**config.mk**
```make
export PLATFORM = sky130hd
export DESIGN_NAME = a2d_arbiter
export DESIGN_NICKNAME = d
export VERILOG_FILES = /design/src/rtl/a2d_arbiter.sv
export SDC_FILE = /design/constraint.sdc
export NUM_CORES = 1
export LEC_CHECK = 0
export ABC_AREA = 1
export BUFFER_PORTS_ARGS = -buffer_cell sky130_fd_sc_hd__buf_2
export CORE_MARGIN = 2
export CORE_UTILIZATION = 43
export CTS_CLUSTER_SIZE = 16
export DETAILED_ROUTE_END_ITERATION = 6
export GPL_ROUTABILITY_DRIVEN = 0
export SKIP_CTS_REPAIR_TIMING = 1
export SYNTH_ARGS = -nofsm -noshare
export SYNTH_HDL_FRONTEND = slang
export SYNTH_SLANG_ARGS = --single-unit
```
**constraint.sdc**
```tcl
create_clock -name clk -period 2 [get_ports clk]
set_input_delay 0.4 -clock clk [delete_from_list [all_inputs] [get_ports clk]]
set_output_delay 0.4 -clock clk [all_outputs]
set_load 0.01 [all_outputs]
```
**src/rtl/a2d_arbiter.sv**
```systemverilog
// Two-requester arbiter in front of the shared A2D interface: M has priority,
// A gets forced through after STARVE_MAX M grants, plus a watchdog and a post-conversion gap.
module a2d_arbiter #(
  parameter int GAP_CYC    = 4,
  parameter int STARVE_MAX = 8,
  parameter int TIMEOUT    = 4096
) (
  input  logic        clk,
  input  logic        rst_n,
  input  logic        m_strt,
  input  logic [2:0]  m_chnnl,
  output logic        m_busy,
  output logic        m_cmplt,
  input  logic        a_strt,
  input  logic [2:0]  a_chnnl,
  output logic        a_busy,
  output logic        a_cmplt,
  output logic [11:0] res,
  output logic        err,
  output logic        strt_cnv,
  output logic [2:0]  chnnl,
  input  logic        cnv_cmplt,
  input  logic [11:0] A2D_res
);

  localparam int TMAX = (TIMEOUT > GAP_CYC) ? TIMEOUT : GAP_CYC;
  localparam int TW   = $clog2(TMAX + 1);
  localparam int SW   = $clog2(STARVE_MAX + 1);

  typedef enum logic [1:0] {IDLE, CONV_M, CONV_A, GAP} state_t;

  state_t          state, state_nxt;
  logic            m_pend, a_pend;
  logic [2:0]      m_ch, a_ch;
  logic [SW-1:0]   starve_cnt;
  logic [TW-1:0]   tmr;
  logic            grant_m, grant_a, done, tout, fin, in_conv;

  assign m_busy  = m_pend;
  assign a_busy  = a_pend;
  assign in_conv = (state == CONV_M) || (state == CONV_A);
  assign fin     = done || tout;

  always_comb begin
    state_nxt = state;
    grant_m   = 1'b0;
    grant_a   = 1'b0;
    done      = 1'b0;
    tout      = 1'b0;
    case (state)
      IDLE: begin
        if (a_pend && (!m_pend || starve_cnt == SW'(STARVE_MAX))) begin
          grant_a   = 1'b1;
          state_nxt = CONV_A;
        end else if (m_pend) begin
          grant_m   = 1'b1;
          state_nxt = CONV_M;
        end
      end
      CONV_M, CONV_A: begin
        // strt_cnv is high only in the first conversion cycle; a cnv_cmplt there is stale
        if (!strt_cnv && cnv_cmplt) done = 1'b1;
        else if (tmr == TW'(TIMEOUT - 1)) tout = 1'b1;
        if (done || tout) state_nxt = (GAP_CYC == 0) ? IDLE : GAP;
      end
      GAP: begin
        if (tmr == TW'(GAP_CYC - 1)) state_nxt = IDLE;
      end
      default: state_nxt = IDLE;
    endcase
  end

  always_ff @(posedge clk or negedge rst_n) begin
    if (!rst_n) begin
      state      <= IDLE;
      m_pend     <= 1'b0;
      a_pend     <= 1'b0;
      m_ch       <= '0;
      a_ch       <= '0;
      starve_cnt <= '0;
      tmr        <= '0;
      strt_cnv   <= 1'b0;
      chnnl      <= '0;
      m_cmplt    <= 1'b0;
      a_cmplt    <= 1'b0;
      err        <= 1'b0;
      res        <= '0;
    end else begin
      state    <= state_nxt;
      strt_cnv <= grant_m || grant_a;
      m_cmplt  <= fin && (state == CONV_M);
      a_cmplt  <= fin && (state == CONV_A);
      err      <= tout;
      if (done) res <= A2D_res;
      if (grant_m) chnnl <= m_ch;
      if (grant_a) chnnl <= a_ch;

      // one timer serves both the conversion watchdog and the gap count
      if (grant_m || grant_a || fin) tmr <= '0;
      else if (in_conv || state == GAP) tmr <= tmr + TW'(1);

      if (grant_a) starve_cnt <= '0;
      else if (grant_m) begin
        if (!a_pend) starve_cnt <= '0;
        else if (starve_cnt != SW'(STARVE_MAX)) starve_cnt <= starve_cnt + SW'(1);
      end

      if (fin && state == CONV_M) m_pend <= 1'b0;
      else if (m_strt && !m_pend) begin
        m_pend <= 1'b1;
        m_ch   <= m_chnnl;
      end

      if (fin && state == CONV_A) a_pend <= 1'b0;
      else if (a_strt && !a_pend) begin
        a_pend <= 1'b1;
        a_ch   <= a_chnnl;
      end
    end
  end

endmodule

```
## Word-level counts from Yosys, hierarchy flattened

Cells that the tools add are included.

| storage, ports and cells | value |
|---|---|
| bits in registers | 46 |
| word-level logic and storage cells | 83 |

| operators by class | value |
|---|---|
| add/subtract/negate cells | 2 |
| eq/ne operators | 11 |
| muxes and demuxes | 29 |
| bitwise logic cells | 2 |
| reduce and logical (&&, ||, !) cells | 26 |

Operators with widths:

| operator | number |
|---|---|
| 13-bit 2-to-1 mux | 2 |
| 1-bit 2-to-1 mux | 16 |
| 4-bit 2-to-1 mux | 4 |
| 13-bit by 1-bit adder with 13-bit output, second input constant | 1 |
| 13-bit by 12-bit == test with 1-bit output, second input constant | 1 |
| 13-bit by 2-bit == test with 1-bit output, second input constant | 1 |
| 2-bit 2-to-1 mux | 4 |
| 2-bit nonzero test | 4 |
| 1-bit logical OR | 7 |
| 1-bit logical AND | 6 |
| 3-bit 2-to-1 mux | 2 |
| 2-bit case mux with 3 select lines | 1 |
| 2-bit AND reduction | 3 |
| 4-bit by 1-bit adder with 4-bit output, second input constant | 1 |
| 2-bit == test, second input constant | 2 |
| 4-bit == test, second input constant | 1 |
| 2-bit != test, second input constant | 2 |
| 4-bit != test, second input constant | 1 |
| 1-bit logical NOT | 3 |
| 3-bit by 1-bit != test with 1-bit output, second input constant | 1 |
| 3-bit != test, second input constant | 1 |
| 3-bit AND reduction | 1 |
| 2-bit by 1-bit == test with 1-bit output, second input constant | 1 |
| 2-bit logical NOT | 1 |
| 2 further kinds | 3 |

## Depth between registers and ports, before layout

Gate-level depths: netlist (run 1).

| depth | value |
|---|---|
| depth after elaboration | 9 |
| mapped depth | 10 |

## Worst setup path before layout (run 1)

No wires, ideal clock.

| timing path | value |
|---|---|
| path type | register -> register |
| start point | register state[0] |
| end point | register res[10] |
| setup time | 0.125 ns |
| arrival | 1.453 ns |
| data required time | 1.875 ns |
| slack | 0.422 ns |
| stages on the path, launching flop included | 6 |
| buffers on the path | 1 |
| period minus slack after synthesis | 1.578 ns |
| cells stage by stage | dfrtp_1 inv_1 ha_1 nand2_4 buf_2 mux2_2 |

| between the ends | value |
|---|---|
| word-level cells in the longest chain between the ends | 3 |

RTL lines:

| item | RTL line | source |
|---|---|---|
| start: declaration | 32 | `state_t state, state_nxt;` |
| start signal: assignment | 89 | `state <= state_nxt;` |
| 2-bit by 1-bit == test with 1-bit output or 2-bit == test (tied branches) | 50 | `case (state)` |
| 2-bit OR reduction * | 50 |  |
| 1-bit 2-to-1 mux * | 50 |  |
| end signal: assignment | 94 | `if (done) res <= A2D_res;` |
| end: declaration | 18 | `output logic [11:0] res,` |

Mark *: on every way between the ends. The rest lies on a longest branch, timed or not.
A chain may end at the register's enable or synchronous reset.

## Worst setup path in the final report (run 1)

| timing path | value |
|---|---|
| start point | register state[0] |
| end point | register tmr[12] |

| between the ends | value |
|---|---|
| word-level cells in the longest chain between the ends | 6 |

RTL lines:

| item | RTL line | source |
|---|---|---|
| 2-bit by 1-bit == test with 1-bit output or 2-bit == test (tied branches) | 41, 50 |  |
| 2-bit OR reduction | 50 |  |
| 1-bit 2-to-1 mux | 50 |  |
| 1-bit logical OR | 42 | `assign fin = done \|\| tout;` |
| 1-bit logical OR | 99 | `if (grant_m \|\| grant_a \|\| fin) tmr <= '0;` |
| 13-bit 2-to-1 mux or 2-bit nonzero test (tied branches) | - |  |
| end signal: assignment | 100 | `else if (in_conv \|\| state == GAP) tmr <= tmr + TW'(1);` |
| end: declaration | 36 | `logic [TW-1:0] tmr;` |

Several ways; a longest one is shown, not always the timed one.

==> flow_summary.json, run 1 <==
{
  "antenna_cells": 0,
  "numPortBuffers": 43,
  "peakVddDrop_mv": 0.725,
  "setup_viol": 0,
  "status": "finished clean",
  "fin_area_um2": 2710,
  "cts_sinks": 46,
  "area_delta_synth_final_pct": 17.7,
  "fp.dieArea_um2": 5960,
  "async_reset_ff_share_pct": 100,
  "io_pins": 44,
  "grt_max_degree": 28,
  "path_max_fanout": 11,
  "cpLargestDelayFamily": "simple AND/OR/NAND/NOR gates",
  "cts_tree": "yes",
  "grt.busiest_layer": "met2",
  "hold_slack_ps": 65.6,
  "gr-usage-all-layers_pct": 16.7,
  "hold_viol_final": 0,
  "cts_made_buffers": 5,
  "syn_area_um2": 2310,
  "root_buffer": "clkbuf_8",
  "cts-htree-levels": 2,
  "slew_headroom_pct": 66.8,
  "synth-edff-count": 0,
  "clk_pin_slew_ps": 90,
  "cpPeakStageDelay_ps": 400,
  "post-place-ws_ps": 251,
  "ff2ff_setup_slack_ps": 250,
  "synth_cell_types": 31,
  "fin_crit_sh_pct": 87.5,
  "die_width_um": 77.2,
  "setup_tns_ps": 0,
  "drv_slew": 0,
  "yosysWarnings": 0,
  "drt-pass1-iter-count": 4,
  "synth-main-ff-cell": "dfrtp_1",
  "cp.arrival_ps": 1920,
  "grt_pass1_vias": 1800,
  "clk_latency_ps": 290,
  "fin_ws_ps": 249,
  "critical_path_class": "flop to flop",
  "use_met1_pct": 22.8,
  "ys_ff_latch": 46,
  "tightest_slew_ps": 498,
  "layout_min_cycle_time_ps": 1750,
  "path_cells": "inv_1 > ha_1 > inv_1 > nor2_1 > nand3_4 > nand3_2 > o21ai_0",
  "start_kind": "flop",
  "hpwlAfterDp_mm": 3.46,
  "vias": 1786,
  "pwr_density_cell_nw_per_um2": 1290,
  "rsz0062_at_grt": "false",
  "wl_per_cell_um": 12.5,
  "final_nets": 326,
  "syn_inst": 247,
  "fp-row-count": 26,
  "hp-class": "primary input to asynchronous set/reset pin",
  "clk_path_buf_depth": 2,
  "coreArea_um2": 5140,
  "cp_slowest_cell": "dfrtp_1",
  "syn_area_per_cell_um2": 9.34,
  "end_kind": "flop",
  "grt_pass1_wl_mm": 8.07,
  "vias_per_cell": 4.87,
  "drt_iter0_markers": 135,
  "antenna_found_initial": 0,
  "yosysSeqAreaShare_pct": 49.9,
  "antenna_left": 0,
  "gr-total-overflow": 0,
  "grt_use_met3_pct": 3.53,
  "drc": 0,
  "max_freq_mhz": 571,
  "cp_common_cell": "inv_1",
  "mostFrequentLayoutCells": "nand2_1 (46), dfrtp_1 (46), buf_2 (43)",
  "total_leakage_power_nw": 1.36,
  "wl_mm": 4.57,
  "utilization_pct": 52.8,
  "syn_nets": 277,
  "drive_gt1_share_pct": 28.6,
  "cap_violations": 0,
  "gr-usage-met2_pct": 26.9,
  "die_y_um": 77.2,
  "critPathBufInv": 2,
  "skew_ps": 6.16,
  "dpl_cell_area_um2": 2620,
  "worstPathRequired_ps": 2170,
  "start_util_pct": 44.9
}
## cell families after synthesis
| kind of cell | Yosys count | share of synthesized area, % |
|---|---|---|
| multiplexers | 12 | 5.86 |
| flip-flops | 46 | 49.9 |
| XOR/XNOR | 4 | 1.52 |
| AND/OR/NAND/NOR | 128 | 28.4 |
| adder cells (fa/ha/maj) | 7 | 3.80 |
| AO/OA/AOI/OAI | 21 | 5.32 |
| buffers and inverters | 29 | 5.15 |
## power by group
part | internal, W | switching (W)
Sequential | 0.00124 | 0.000207
Combinational | 0.000598 | 0.000860
Clock | 0.000278 | 0.000307
Total | 0.00212 | 0.00137
## stage by stage
step | cells | power (W)
after floorplan | 247 | 0.00251
after global placement | 359 | 0.00292
after detailed placement | 359 | 0.00295
after CTS | 367 | 0.00354
after global routing | 367 | 0.00380
final | 367 | 0.00350
## synthesized netlist by cell type (2+ instances only)
library cell / n / area share, %
dfrtp_1: 46 / 50
nand2_4: 6 / 2.9
nor2_1: 31 / 5.0
inv_2: 3 / 0.49
buf_2: 2 / 0.43
nand3_1: 16 / 3.5
mux2_2: 10 / 4.9
buf_4: 2 / 0.65
inv_1: 21 / 3.4
a21oi_1: 4 / 0.87
nor3_1: 7 / 1.5
nand2_2: 2 / 0.54
mux2_1: 2 / 0.98
o22ai_1: 3 / 0.81
nand3_2: 3 / 1.3
xor2_1: 4 / 1.5
nor3_2: 2 / 0.87
ha_1: 7 / 3.8
nor4_1: 2 / 0.54
nand4_1: 8 / 2.2
o21ai_0: 11 / 2.4
nand2_1: 46 / 7.5
## sequential cells by signal (all words and copies together), names as in the netlist
register,flops
m_ch,3
a_busy,1
chnnl,3
state,2
m_busy,1
a_cmplt,1
starve_cnt,4
err,1
m_cmplt,1
tmr,13
strt_cnv,1
res,12
a_ch,3
## metal layers
metal,share of wire [%],up-vias
li1,-,912
met1,49,842
met2,47,28
met3,3.1,4
met4,0.79,0
met5,0,-
## final cells by class
type	count	area (µm²)
clock buffers	6	82.6
well taps	70	87.6
repair buffers	46	250
inverters	25	93.8
flip-flops and latches	46	1150
fillers	516	2430
multi-input cells	172	1040
clock inverters	2	12.5
## worst paths after layout
path | start | end | cells after the start
min in group clk | A2D_res[8] | res[8] | 2
worst min register to register | m_ch[1] | m_ch[1] | 2
worst max-delay path | state[0] | tmr[12] | 7
worst min-delay path | rst_n | tmr[7] | 1
max in group asynchronous | rst_n | m_ch[2] | 2
worst max register to register | state[0] | tmr[12] | 7
## worst reg2reg max path: cells and delay by family, from the launching register on
kind,cells,cell delay [ps]
buf+inv,2,160
flops,1,400
simple gates,3,600
compound gates,1,130
fa+ha+maj,1,340
Note: power is estimated with default switching activity, not from simulation.
==> run 2: changes to the inputs <==
- MAX_ROUTING_LAYER: unset -> met4
- TNS_END_PERCENT: unset -> 100
==> flow_summary.json, run 2 (synthesis results as in run 1) <==
{
  "power_frac_comb_pct": 41.7,
  "setup_viol": 0,
  "p_sw_w": 0.00137,
  "gr-total-overflow": 0,
  "use_met1_pct": 23.0,
  "total_leakage_power_nw": 1.36,
  "end_kind": "flop",
  "drt-pass1-iter-count": 4,
  "antenna_cells": 0,
  "hp-class": "primary input to asynchronous set/reset pin",
  "cts-htree-levels": 2,
  "path_max_fanout": 11,
  "cpPeakStageDelay_ps": 400,
  "gr-usage-all-layers_pct": 17.2,
  "fin_crit_sh_pct": 87.3,
  "final_nets": 326,
  "antenna_left": 0,
  "clk_pin_slew_ps": 90,
  "clk_path_buf_depth": 2,
  "cp_common_cell": "inv_1",
  "final_cells": 367,
  "cts_tree": "yes",
  "wl_mm": 4.56,
  "mostFrequentLayoutCells": "nand2_1 (46), dfrtp_1 (46), buf_2 (43)",
  "grt_pass1_vias": 1799,
  "hold_viol_final": 0,
  "setup_tns_ps": 0,
  "cap_violations": 0,
  "wl_per_cell_um": 12.4,
  "antenna_found_initial": 0,
  "tightest_slew_ps": 494,
  "vias": 1787,
  "status": "finished clean",
  "grt.busiest_layer": "met2",
  "vias_per_cell": 4.87,
  "fp.dieArea_um2": 5960,
  "regMostFlops": "tmr",
  "drc": 0,
  "reg2reg_from": "state[0]",
  "drt_iter0_markers": 143,
  "grt_max_degree": 28,
  "pwr-share-seq_pct": 41.6,
  "largestRegisters": "tmr: 13 flops, res: 12 flops, starve_cnt: 4 flops",
  "fp-row-count": 26,
  "max_freq_mhz": 573,
  "io_pins": 44,
  "start_util_pct": 44.9,
  "critPathBufInv": 2,
  "cts_sinks": 46,
  "cell_internal_pwr_w": 0.00212,
  "finalPower_w": 0.00349,
  "die_y_um": 77.2,
  "grt_pass1_wl_mm": 8.09,
  "clk_latency_ps": 290,
  "start_kind": "flop",
  "peakVddDrop_mv": 0.727,
  "die_width_um": 77.2,
  "pwr_density_cell_nw_per_um2": 1290,
  "hpwlAfterDp_mm": 3.46,
  "dpl.cell_count": 359,
  "gr-usage-met2_pct": 26.9,
  "grt_use_met3_pct": 3.53,
  "startpoint": "state[0]",
  "cp_slowest_cell": "dfrtp_1",
  "slew_headroom_pct": 67.1,
  "utilization_pct": 52.8,
  "root_buffer": "clkbuf_8",
  "cts_made_buffers": 5,
  "largest_reg_flops": 13,
  "switching_share_pct": 39.3,
  "critical_path_class": "flop to flop",
  "cp.arrival_ps": 1920,
  "drive_gt1_share_pct": 28.6,
  "skew_ps": 7.33,
  "numPortBuffers": 43,
  "layout_min_cycle_time_ps": 1750,
  "drv_slew": 0,
  "pwr-share-clk_pct": 16.8,
  "cpLargestDelayFamily": "simple AND/OR/NAND/NOR gates",
  "area_delta_synth_final_pct": 17.7,
  "coreArea_um2": 5140,
  "worstPathRequired_ps": 2170,
  "rsz0062_at_grt": "false",
  "path_cells": "inv_1 > ha_1 > inv_1 > nor2_1 > nand3_4 > nand3_2 > o21ai_0"
}
[run 2: cell counts in the layout (fill, tap and decap cells not counted)]
Identical to the previous run, type by type.
[run 2: worst paths after layout]
path                       depth (start not counted)  slack, ps  endpoint
max in group asynchronous                          2       1440   m_ch[2]
min reg2reg                                        2        480   m_ch[1]
max reg2reg                                        7        250   tmr[12]
min                                                1         60   tmr[11]
max                                                7        250   tmr[12]
min in group clk                                   2        320    res[8]
[run 2: layer usage]
metal | routed length (µm) | share of wire [%] | vias up
met5 | 0 | 0 | -
met4 | 36 | 0.79 | 0
met3 | 146 | 3.2 | 4
met2 | 2150 | 47 | 30
met1 | 2230 | 49 | 841
li1 | - | - | 912
[run 2: power by group through the flow]
stage | logic [W] | registers [W] | clock network [W]
after detailed placement | 0.00148 | 0.00147 | 0
after CTS | 0.00148 | 0.00145 | 0.000604
after global placement | 0.00146 | 0.00146 | 0
final | 0.00146 | 0.00145 | 0.000586
after floorplan | 0.000985 | 0.00152 | 0
after global routing | 0.00166 | 0.00150 | 0.000647
[run 2: through the flow]
step / setup WS (ps) / hold WS [ps] / cell area [µm²]
after global routing: 59.1 / 91.6 / 2710
after CTS: 237 / 75.4 / 2710
after detailed placement: 251 / 395 / 2620
final: 254 / 62.8 / 2710
after floorplan: 422 / 104 / 2310
after global placement: 289 / 390 / 2620
[run 2: cell type report]
cell class                 count  area, µm²
fill                         516       2430
timing repair buffer          46        250
multi-input combinational    172       1040
clock inverter                 2       12.5
inverter                      25       93.8
sequential                    46       1150
tap                           70       87.6
clock buffer                   6       82.6
==> run 3: changes to the inputs <==
- BUFFER_PORTS_ARGS: -buffer_cell sky130_fd_sc_hd__buf_2 -> -buffer_cell sky130_fd_sc_hd__clkbuf_2
==> flow_summary.json, run 3 (synthesis results as in run 1) <==
{
  "fillers": 516,
  "multi_input_area_um2": 1040,
  "clk_pin_slew_ps": 80,
  "max_freq_mhz": 565,
  "end_kind": "flop",
  "cts_sinks": 46,
  "hpwlAfterDp_mm": 3.40,
  "cts_tree": "yes",
  "grt_pass1_vias": 1770,
  "skew_ps": 7.19,
  "hold_slack_ps": 166,
  "die_y_um": 77.2,
  "final_nets": 326,
  "rr_endpoint": "tmr[12]",
  "start_util_pct": 44.9,
  "post-place-ws_ps": 223,
  "drive_gt1_share_pct": 28.3,
  "drv_slew": 0,
  "cts_made_buffers": 5,
  "coreArea_um2": 5140,
  "dpl_cell_area_um2": 2610,
  "tightest_slew_ps": 578,
  "vias_per_cell": 4.96,
  "antenna_left": 0,
  "fin_ws_ps": 231,
  "start_kind": "flop",
  "antenna_found_initial": 0,
  "reg2reg_from": "state[0]",
  "antenna_cells": 0,
  "dpl.cell_count": 359,
  "critical_path_class": "flop to flop",
  "hp-class": "primary input to asynchronous set/reset pin",
  "regMostFlops": "tmr",
  "largestRegisters": "tmr: 13 flops, res: 12 flops, starve_cnt: 4 flops",
  "ff2ff_setup_slack_ps": 230,
  "slew_headroom_pct": 61.5,
  "fin_crit_sh_pct": 88.4,
  "worstPathRequired_ps": 2180,
  "fp.dieArea_um2": 5960,
  "grt_pass1_wl_mm": 8.25,
  "root_buffer": "clkbuf_8",
  "hold_viol_final": 0,
  "area_delta_synth_final_pct": 17.7,
  "wl_mm": 4.60,
  "die_width_um": 77.2,
  "mostFrequentLayoutCells": "nand2_1 (46), dfrtp_1 (46), clkbuf_2 (43)",
  "layout_min_cycle_time_ps": 1770,
  "clk_latency_ps": 300,
  "cts-htree-levels": 2,
  "vias": 1821,
  "largest_reg_flops": 13,
  "drt_iter0_markers": 84,
  "setup_viol": 0,
  "status": "finished clean",
  "fp-row-count": 26,
  "rsz0062_at_grt": "false",
  "regArea_um2": 1150,
  "gr-usage-all-layers_pct": 17.9,
  "gr-total-overflow": 0,
  "drt-pass1-iter-count": 4,
  "final_cells": 367,
  "wl_per_cell_um": 12.5,
  "clk_path_buf_depth": 2,
  "setup_tns_ps": 0,
  "drc": 0,
  "total_leakage_power_nw": 1.37,
  "cap_violations": 0,
  "worst-r2r-cell-count": 7,
  "fin_area_um2": 2720,
  "io_pins": 44,
  "pwr_density_cell_nw_per_um2": 1330,
  "cp.arrival_ps": 1950,
  "path_max_fanout": 11,
  "numPortBuffers": 43,
  "peakVddDrop_mv": 0.661,
  "grt_max_degree": 47
}
run 3: worst max-delay path: stages (launching register included):
cell and delay (ps):
dfrtp_1 400, inv_1 80, ha_2 350, inv_1 70, nor2_1 220, nand3_4 160
nand3_2 240, o21ai_0 130
run 3: layout make-up:
class / instances / area share (%)
Clock inverter: 1 / 1.11
Timing Repair Buffer: 46 / 8.76
Clock buffer: 7 / 2.81
Inverter: 25 / 3.46
Multi-Input combinational cell: 172 / 38.2
Sequential cell: 46 / 42.4
Tap cell: 70 / 3.23
run 3: stage by stage:
step                      total power [W]  utilization (%)
after floorplan                   0.00251                -
after global placement            0.00293             50.7
after detailed placement          0.00297             50.7
after CTS                         0.00365             52.8
after global routing              0.00392             52.8
final                             0.00362             52.8
run 3: where the power goes:
part | leakage (nW) | internal [W] | switching [W]
Clock | 0.0524 | 0.000374 | 0.000295
Sequential | 0.583 | 0.00125 | 0.000224
Combinational | 0.733 | 0.000611 | 0.000868
Total | 1.37 | 0.00223 | 0.00139
run 3: how the worst max path moves through the flow:
stage	startpoint	endpoint	slack, ps
floorplan	state[0]	res[10]	420
global placement	state[0]	tmr[12]	290
detailed placement	state[0]	state[0]	220
CTS	state[0]	state[0]	210
global route	state[0]	tmr[12]	60
finish	state[0]	tmr[12]	230
run 3: routing by layer:
layer | share of wire [%] | GRT usage, % | vias to the layer above
met2 | 50 | 28.7 | 37
met3 | 4.1 | 3.18 | 5
met4 | 1.5 | 7.50 | 0
met1 | 44 | 22.5 | 864
li1 | - | - | 915
met5 | 0 | - | -
